## src/rtl/vc_alloc_pkg.sv

```systemverilog
// Shared types and helpers for the VC allocation requester and its arbiter.
package vc_alloc_pkg;

  localparam int DEF_NUM_OUTPORTS = 4;
  localparam int DEF_NUM_VCS      = 2;

  localparam logic [1:0] ST_IDLE   = 2'd0;
  localparam logic [1:0] ST_WAIT   = 2'd1;
  localparam logic [1:0] ST_ACTIVE = 2'd2;

  typedef enum logic [1:0] {
    IDLE   = ST_IDLE,
    WAIT   = ST_WAIT,
    ACTIVE = ST_ACTIVE
  } vc_state_e;

  // Index width that stays legal when a dimension collapses to a single entry.
  function automatic int idx_width(input int n);
    return (n > 1) ? $clog2(n) : 1;
  endfunction

endpackage

```

## src/rtl/vc_rr_arbiter.sv

```systemverilog
// Combinational round-robin pick over a request vector, starting at ptr_i.
module vc_rr_arbiter
  import vc_alloc_pkg::*;
#(
  parameter  int N = DEF_NUM_VCS,
  localparam int W = idx_width(N)
) (
  input  logic [N-1:0] req_i,
  input  logic [W-1:0] ptr_i,
  output logic [W-1:0] winner_o,
  output logic         any_o
);

  localparam logic [W:0] N_W = (W+1)'(N);

  logic [W:0] sum_s;
  logic [W:0] cand_s;

  // Walk downward so the candidate closest to ptr_i is written last and wins.
  always_comb begin
    winner_o = '0;
    sum_s    = '0;
    cand_s   = '0;
    for (int k = N - 1; k >= 0; k--) begin
      sum_s    = {1'b0, ptr_i} + (W+1)'(k);
      cand_s   = (sum_s >= N_W) ? (sum_s - N_W) : sum_s;
      winner_o = req_i[cand_s[W-1:0]] ? cand_s[W-1:0] : winner_o;
    end
  end

  assign any_o = |req_i;

endmodule

```

## src/rtl/vc_alloc_requester.sv

```systemverilog
// Input-port VC allocation requester: per-input-VC IDLE/WAIT/ACTIVE tracking,
// one allocator lookup per cycle, output-VC ownership. Option: VC_ALLOC_STATS_EN.
module vc_alloc_requester
  import vc_alloc_pkg::*;
#(
  parameter  int NUM_OUTPORTS = DEF_NUM_OUTPORTS,
  parameter  int NUM_VCS      = DEF_NUM_VCS,
  localparam int OP_W         = idx_width(NUM_OUTPORTS),
  localparam int VC_W         = idx_width(NUM_VCS)
) (
  input  logic                      clk,
  input  logic                      n_rst,
  input  logic [NUM_VCS-1:0]        head_valid,
  input  logic [NUM_VCS*OP_W-1:0]   head_outport,
  input  logic [NUM_VCS-1:0]        tail_done,
  input  logic [NUM_OUTPORTS-1:0]   dateline_cfg,
  output logic                      req_valid,
  output logic [VC_W-1:0]           req_incoming_vc,
  output logic [OP_W-1:0]           req_outport,
  output logic [NUM_OUTPORTS-1:0]   req_dateline,
  input  logic [VC_W-1:0]           alloc_assigned_vc,
  output logic [NUM_VCS-1:0]        vc_valid,
  output logic [NUM_VCS*VC_W-1:0]   vc_assigned,
  output logic [NUM_VCS*OP_W-1:0]   vc_outport
`ifdef VC_ALLOC_STATS_EN
  ,
  output logic [15:0]               stall_count
`endif
);

  vc_state_e            state_q    [NUM_VCS];
  vc_state_e            state_d    [NUM_VCS];
  logic [OP_W-1:0]      outport_q  [NUM_VCS];
  logic [OP_W-1:0]      outport_d  [NUM_VCS];
  logic [VC_W-1:0]      assigned_q [NUM_VCS];
  logic [VC_W-1:0]      assigned_d [NUM_VCS];
  logic [NUM_VCS-1:0]   owned_q    [NUM_OUTPORTS];
  logic [NUM_VCS-1:0]   owned_d    [NUM_OUTPORTS];
  logic [NUM_VCS-1:0]   valid_q;
  logic [NUM_VCS-1:0]   valid_d;
  logic [VC_W-1:0]      rr_ptr_q;
  logic [VC_W-1:0]      rr_ptr_d;

  logic [NUM_VCS-1:0]   wait_vec_s;
  logic [VC_W-1:0]      win_s;
  logic                 any_s;
  logic [OP_W-1:0]      req_op_s;
  logic [VC_W-1:0]      req_vc_s;
  logic                 grant_s;

  // Collect the input VCs currently waiting for a lookup.
  always_comb begin
    wait_vec_s = '0;
    for (int i = 0; i < NUM_VCS; i++) begin
      wait_vec_s[i] = (state_q[i] == WAIT);
    end
  end

  vc_rr_arbiter #(
    .N (NUM_VCS)
  ) u_arb (
    .req_i    (wait_vec_s),
    .ptr_i    (rr_ptr_q),
    .winner_o (win_s),
    .any_o    (any_s)
  );

  // Present the winner's lookup; the allocator answers in the same cycle.
  always_comb begin
    if (any_s) begin
      req_vc_s = win_s;
      req_op_s = outport_q[win_s];
    end else begin
      req_vc_s = '0;
      req_op_s = '0;
    end
  end

  // A pair released this cycle still reads as owned, so a matching request stalls.
  assign grant_s = any_s && !owned_q[req_op_s][alloc_assigned_vc];

  // Per-VC next-state, ownership set on grant and clear on tail.
  always_comb begin
    state_d    = state_q;
    outport_d  = outport_q;
    assigned_d = assigned_q;
    valid_d    = valid_q;
    owned_d    = owned_q;
    for (int i = 0; i < NUM_VCS; i++) begin
      case (state_q[i])
        IDLE: begin
          if (head_valid[i]) begin
            state_d[i]   = WAIT;
            outport_d[i] = head_outport[i*OP_W +: OP_W];
          end else begin
            state_d[i]   = IDLE;
          end
        end
        WAIT: begin
          if (grant_s && (win_s == VC_W'(i))) begin
            state_d[i]                          = ACTIVE;
            valid_d[i]                          = 1'b1;
            assigned_d[i]                       = alloc_assigned_vc;
            owned_d[req_op_s][alloc_assigned_vc] = 1'b1;
          end else begin
            state_d[i] = WAIT;
          end
        end
        ACTIVE: begin
          if (tail_done[i]) begin
            state_d[i]                           = IDLE;
            valid_d[i]                           = 1'b0;
            owned_d[outport_q[i]][assigned_q[i]] = 1'b0;
          end else begin
            state_d[i] = ACTIVE;
          end
        end
        default: begin
          state_d[i] = IDLE;
          valid_d[i] = 1'b0;
        end
      endcase
    end
  end

  // Pointer advances past every looked-up VC, granted or stalled.
  always_comb begin
    if (any_s) begin
      rr_ptr_d = (win_s == VC_W'(NUM_VCS - 1)) ? '0 : (win_s + VC_W'(1));
    end else begin
      rr_ptr_d = rr_ptr_q;
    end
  end

  // State registers; reset drops every allocation and ownership bit at once.
  always_ff @(posedge clk or negedge n_rst) begin
    if (!n_rst) begin
      for (int i = 0; i < NUM_VCS; i++) begin
        state_q[i]    <= IDLE;
        outport_q[i]  <= '0;
        assigned_q[i] <= '0;
      end
      for (int p = 0; p < NUM_OUTPORTS; p++) begin
        owned_q[p] <= '0;
      end
      valid_q  <= '0;
      rr_ptr_q <= '0;
    end else begin
      state_q    <= state_d;
      outport_q  <= outport_d;
      assigned_q <= assigned_d;
      owned_q    <= owned_d;
      valid_q    <= valid_d;
      rr_ptr_q   <= rr_ptr_d;
    end
  end

`ifdef VC_ALLOC_STATS_EN
  logic [15:0] stall_cnt_q;
  logic [15:0] stall_cnt_d;

  // Saturating count of lookups that did not win an output VC.
  always_comb begin
    if (any_s && !grant_s && (stall_cnt_q != 16'hFFFF)) begin
      stall_cnt_d = stall_cnt_q + 16'd1;
    end else begin
      stall_cnt_d = stall_cnt_q;
    end
  end

  // Stall counter register.
  always_ff @(posedge clk or negedge n_rst) begin
    if (!n_rst) begin
      stall_cnt_q <= 16'd0;
    end else begin
      stall_cnt_q <= stall_cnt_d;
    end
  end

  assign stall_count = stall_cnt_q;
`endif

  assign req_valid       = any_s;
  assign req_incoming_vc = req_vc_s;
  assign req_outport     = req_op_s;
  assign req_dateline    = dateline_cfg;
  assign vc_valid        = valid_q;

  for (genvar g = 0; g < NUM_VCS; g++) begin : g_flat
    assign vc_assigned[g*VC_W +: VC_W] = assigned_q[g];
    assign vc_outport[g*OP_W +: OP_W]  = outport_q[g];
  end

endmodule
```

## config.mk

```make
export PLATFORM = sky130hd
export DESIGN_NAME = vc_alloc_requester
export DESIGN_NICKNAME = d
export VERILOG_FILES = /design/src/rtl/vc_alloc_pkg.sv /design/src/rtl/vc_rr_arbiter.sv /design/src/rtl/vc_alloc_requester.sv
export SDC_FILE = /design/constraint.sdc
export NUM_CORES = 1
export LEC_CHECK = 0
export ABC_AREA = 1
export CORE_ASPECT_RATIO = 1.5
export CORE_UTILIZATION = 56
export CTS_CLUSTER_DIAMETER = 100
export DETAILED_ROUTE_END_ITERATION = 10
export PLACE_DENSITY = 0.88
export RECOVER_POWER = 25
export SLEW_MARGIN = 20
export SYNTH_ARGS = -nofsm -noshare
export SYNTH_HDL_FRONTEND = slang
export SYNTH_HIERARCHICAL = 1
export SYNTH_SLANG_ARGS = --single-unit
```

## constraint.sdc

```tcl
create_clock -name clk -period 6.9 [get_ports clk]
set_clock_uncertainty 0.05 [all_clocks]
set_input_delay 1.725 -clock clk [delete_from_list [all_inputs] [get_ports clk]]
set_output_delay 1.725 -clock clk [all_outputs]
set_load 0.01 [all_outputs]
```

* Word level (Yosys, flattened, before mapping)
Cells that the tools add are included.
** Storage, ports and cells
- Output and inout port bits :: 16
- Input bits :: 15
- Flip-flop bits (word level) :: 21
- Word-level logic and storage cells :: 125
** Cells by class
- Equality and inequality tests :: 8
- Mux-type cells :: 51
- Add/sub/neg operators :: 4
- Reduce and logical (&&, ||, !) cells :: 19
- Magnitude comparators :: 17
- Bitwise operators :: 13
** Operator list (count)
- $mux 8 :: 4
- $pmux 8 s2 :: 2
- $mux 2 :: 13
- $mux 1 :: 21
- $and 8x8->8 :: 2
- $not 8->8 :: 2
- $or 8x8->8 :: 2
- $demux 2 s2 :: 3
- $pmux 2 s3 :: 2
- $lt 1x2->1 const B :: 5
- $ge 3x3->1 const B :: 3
- $logic_and 1x1->1 :: 9
- $lt 3x1->1 const B :: 3
- $not 2->3 :: 3
- $ne 2x2->1 const B :: 4
- $reduce_and 2->1 :: 4
- $pmux 1 s3 :: 2
- $reduce_and 3->1 :: 2
- $bmux 2 s2 :: 1
- $eq 2x1->1 const B :: 2
- $eq 2x2->1 const B :: 2
- $ge 2x2->1 const B :: 2
- $logic_not 2->1 :: 2
- $demux 1 s1 :: 3
- 9 further kinds :: 14

* Logic depth before layout (Yosys ltp)
- Depth after elaboration :: 26
- Depth in mapped cells :: 19
- Depth with buffers taken out :: 19

* Modules after synthesis
Netlist, hierarchy kept.
** By module, submodules not included
- vc_alloc_requester :: area each 1655.3 sq um, cells each 237, instances 1, sequential area each 525.5 sq um
- vc_rr_arbiter :: area each 18.8 sq um, cells each 4, instances 1, sequential area each 0.0 sq um

* Worst setup path before layout
Ideal clock, no wire load.
- Path type :: input -> output
- Start :: input port dateline_cfg[0]
- End :: output port req_dateline[0]
- Data required time :: 5125 ps
- Path buffers :: 1
- Arrival :: 1844 ps
- Setup slack :: 3281 ps
- Cell stages on the path :: 1
- Cell sequence :: buf_4
** RTL lines
- from (decl) :: line vc_alloc_requester.sv:16 : input logic [NUM_OUTPORTS-1:0] dateline_cfg,
- to (decl) :: line vc_alloc_requester.sv:20 : output logic [NUM_OUTPORTS-1:0] req_dateline,
No word-level cell between the ends.

* Worst setup path in the final report
- Start :: register state_q[3] (netlist name)
- End :: output port req_outport[1]
** Between the ends
- Word-level cells in the longest chain between the ends :: 10
- Elaborated cells on any way between the ends :: 13
- Those cells by class :: eq/ne: 1; mux: 10; bitwise: 1; reduce/logical: 1
** Ends and longest elaborated chain
- from (decl) :: line vc_alloc_requester.sv:31 : vc_state_e state_q [NUM_VCS];
- from (signal assigned) :: line vc_alloc_requester.sv:149 : state_q <= state_d;
- $eq 2x1->1 * :: line vc_alloc_requester.sv:55 : wait_vec_s[i] = (state_q[i] == WAIT);
- $mux 1 (not written as such) (2 in a row) :: line vc_rr_arbiter.sv:27 : winner_o = req_i[cand_s[W-1:0]] ? cand_s[W-1:0] : winner_o;
- $mux 1 (2 in a row) :: line vc_rr_arbiter.sv:27
- $not 1->2 (not written as such) :: line vc_alloc_requester.sv:72 : req_op_s = outport_q[win_s];
- $mux 2 (not written as such) (3 in a row) :: line vc_alloc_requester.sv:72
- $mux 2 * :: line vc_alloc_requester.sv:70 : if (any_s) begin
- to (decl) :: line vc_alloc_requester.sv:19 : output logic [OP_W-1:0] req_outport,
Every way passes the cells marked *; elsewhere a longest branch is shown, timed or not. The select of a mux whose other input is x is not followed.

==> out/results.ini <==
[floorplan]
start_util=0.6060
die-width_microns=46.64
rows=23
io_pins=31
fp.dieH_microns=68.97
die-area_sq_um=3217
core-area_sq_um=2763

[synthesis]
synth_area_sq_um=1674
yosys_warnings=6
async_flop_share=1.000
ys.flop_type=dfrtp_1
synth_edf_count=0
synth.distinct_cells=32
ys_ff_latch=21
synth_fp_nets=264
syn_inst=241
ys_seq_area_frac=0.3139
syn_avg_cell_area_sq_um=6.946

[grt]
grt-ovfl-total=0
grt_max_degree=22
gr-usage-all-layers=0.2895
grt_pass1_vias=1553
grt_pass1_wl_mm=6.665
antenna_found_initial=0

[clock_tree]
cts_hold_buf=0
path_clk_slew_ps=80
numCtsBuffers=3
cts.sinks=21
clockBufferDepth=2
root_buffer=clkbuf_8
insertion_delay_ps=270
post_cts_buffers=0
cts_resized=0
cts_tree=yes
htreeDepth=1

[run_status]
status=finished, final reports clean

[sta]
max-slew-margin-rel=0.3294
fmax_ghz=0.2228
drv_slew=0
finalSetupViolations=0
rsz0062_at_grt=false
fin_crit_sh=0.6505
hold_violations=0
tightest_slew_ps=1003
tns_ps=0
period_needed_ps=4489

[min_path]
min_to=vc_valid[1]$_DFFE_PN0P_
worstHoldPathType=flip-flop to flip-flop
min_from=vc_valid[1]$_DFFE_PN0P_
holdPathStages=2

[power_and_ir_drop]
cellPowerDensity_nw_per_um2=490.3
seqPwrFrac=0.235
internal-power_w=0.0004477
sw_frac_of_total=0.5258
p_comb_frac=0.675
clockPowerShare=0.090
switchingPower_w=0.0004964
peakVddDrop_v=0.0003095
p_leak_nw=0.9900

[worst_setup_path]
critPathRequiredTime_ps=5120
r2r_slack_ps=4010
crit_slowest_cell=clkdlybuf4s50_1
worstPathArrival_ps=2710
reg2reg_to=vc_valid[0]$_DFFE_PN0P_
crit_fanout=14
cp_slowest_stage_delay_ps=580
endpoint_kind=output port
crit_buf_inv=2
r2r_cells=17
path_cells=inv_1 > ha_1 > or2_0 > nand2_1 > o22ai_2 > clkdlybuf4s50_1
critPathLaunchType=flip-flop
cpLargestDelayFamily=buffers and inverters
crit_type=flip-flop to output port
regToRegStartpoint=state_q[3]$_DFF_PN0_

[final_layout]
fillers=247
nets=281
drive_above_1_share=0.09728
antenna_cells=0
post-route-cell-area_sq_um=1926
syn_to_final_growth_pct=15.02

[placement]
routabilityCongestion=0.8896
dp_hpwl_mm=3.055
place_area_sq_um=1879
io_buffers=22

[route]
routed_wl_mm=3.921
drt_iter0_drc=75
via_per_inst=5.490
drc=0
detailroute.via_count=1614
ant_nets=0
wire_per_inst_microns=13.34
dr.pass1.iters=4

[job]
cap_violations=0

[routing by layer]
metal	share of wire	wire length [microns]	up-vias	global-route usage
met5	0	0	-	0
met4	0.036	140	0	0.1500
met3	0.049	194	15	0.03646
met2	0.49	1934	54	0.4844
met1	0.42	1651	731	0.3524
li1	-	-	814	-
[how the worst max path moves through the flow]
stage                                     from               to  slack [ps]  cells after the start
after CTS                 state_q[3]$_DFF_PN0_   req_outport[1]        2500                      7
after floorplan                dateline_cfg[0]  req_dateline[0]        3280                      1
after detailed placement  state_q[3]$_DFF_PN0_   req_outport[1]        2780                      7
after global routing      state_q[3]$_DFF_PN0_   req_outport[1]        2270                      6
final                     state_q[3]$_DFF_PN0_   req_outport[1]        2410                      6
after global placement    state_q[3]$_DFF_PN0_   req_outport[1]        2870                      7
[area by class of cell]
class | instances | area (sq um) | area share
Clock buffer | 3 | 41.29 | 0.02144
Timing Repair Buffer | 22 | 220.2 | 0.1144
Clock inverter | 1 | 5.005 | 0.002599
Tap cell | 37 | 46.29 | 0.02404
Inverter | 25 | 93.84 | 0.04873
Sequential cell | 21 | 525.5 | 0.2729
Multi-Input combinational cell | 185 | 993.5 | 0.5159
[flip-flops by register name (all words and copies together), names as in the netlist]
register,count
owned_q,8
state_q,4
vc_outport,4
vc_assigned,2
vc_valid,2
rr_ptr_q,1
[tightest hold or removal path: cells and delay by family (launching register included)]
kind	cells	cell delay, ps
flops	1	350
simple gates	2	100
[power by group through the flow]
stage	sequential, W	combinational [W]	clock (W)
6_report	0.000222	0.000637	0.0000848
5_1_grt	0.000227	0.000718	0.0000911
4_1_cts	0.000221	0.000632	0.0000846
3_5_place_dp	0.000224	0.000626	0
3_3_place_gp	0.000222	0.000618	0
2_1_floorplan	0.000217	0.000457	0
[Yosys cell counts, types with 2 or more instances]
cell type | instances | area, sq um
nor2_1 | 29 | 108.9
nand2_2 | 4 | 25.02
inv_2 | 2 | 7.510
inv_1 | 22 | 82.58
a21oi_2 | 2 | 17.52
ha_1 | 8 | 100.1
dfrtp_1 | 21 | 525.5
nand3b_1 | 5 | 37.54
nand2_4 | 3 | 33.78
nand3_2 | 2 | 20.02
nand2_1 | 69 | 259.0
or2_2 | 2 | 12.51
clkbuf_1 | 3 | 11.26
o21ai_0 | 10 | 50.05
buf_4 | 4 | 30.03
nand4_1 | 14 | 87.58
a21oi_1 | 18 | 90.09
o211ai_1 | 2 | 15.01
nand3_1 | 8 | 40.04
[cells by family after synthesis]
group           count (synthesis)  synth area share
compound gates                 37            0.1338
mux                             1          0.006726
fa+ha+maj                       8           0.05979
flops                          21            0.3139
simple gates                  139            0.3931
buf+inv                        35           0.09267
[cells in the final DEF (no fill, tap or decap), types with 2 or more instances in the layout]
master and instances:
ha_1 8, inv_1 22, dfrtp_1 21, nand2_1 69, clkbuf_8 3, o211ai_1 2, nand2_2 4, inv_2 2
nor2_1 29, nand3b_1 5, a21oi_1 18, a21oi_2 2, o21ai_0 10, nand4_1 14, nand3_1 8, nand3_2 2
clkdlybuf4s50_1 19, nand2_4 3, dlygate4sd3_1 3, or2_2 2
[through the flow]
step                std cells  power (W)  hold WS, ps  utilization  setup slack (ps)
finish                    294  0.0009441        423.0       0.6970              2411
global route              294   0.001035        487.3       0.6970              2267
CTS                       294  0.0009381        428.4       0.6970              2498
detailed placement        290  0.0008494        409.0       0.6803              2777
global placement          290  0.0008399        403.2       0.6803              2872
floorplan                 241  0.0006740        424.7            -              3281
(Power assumes the default switching activity.)
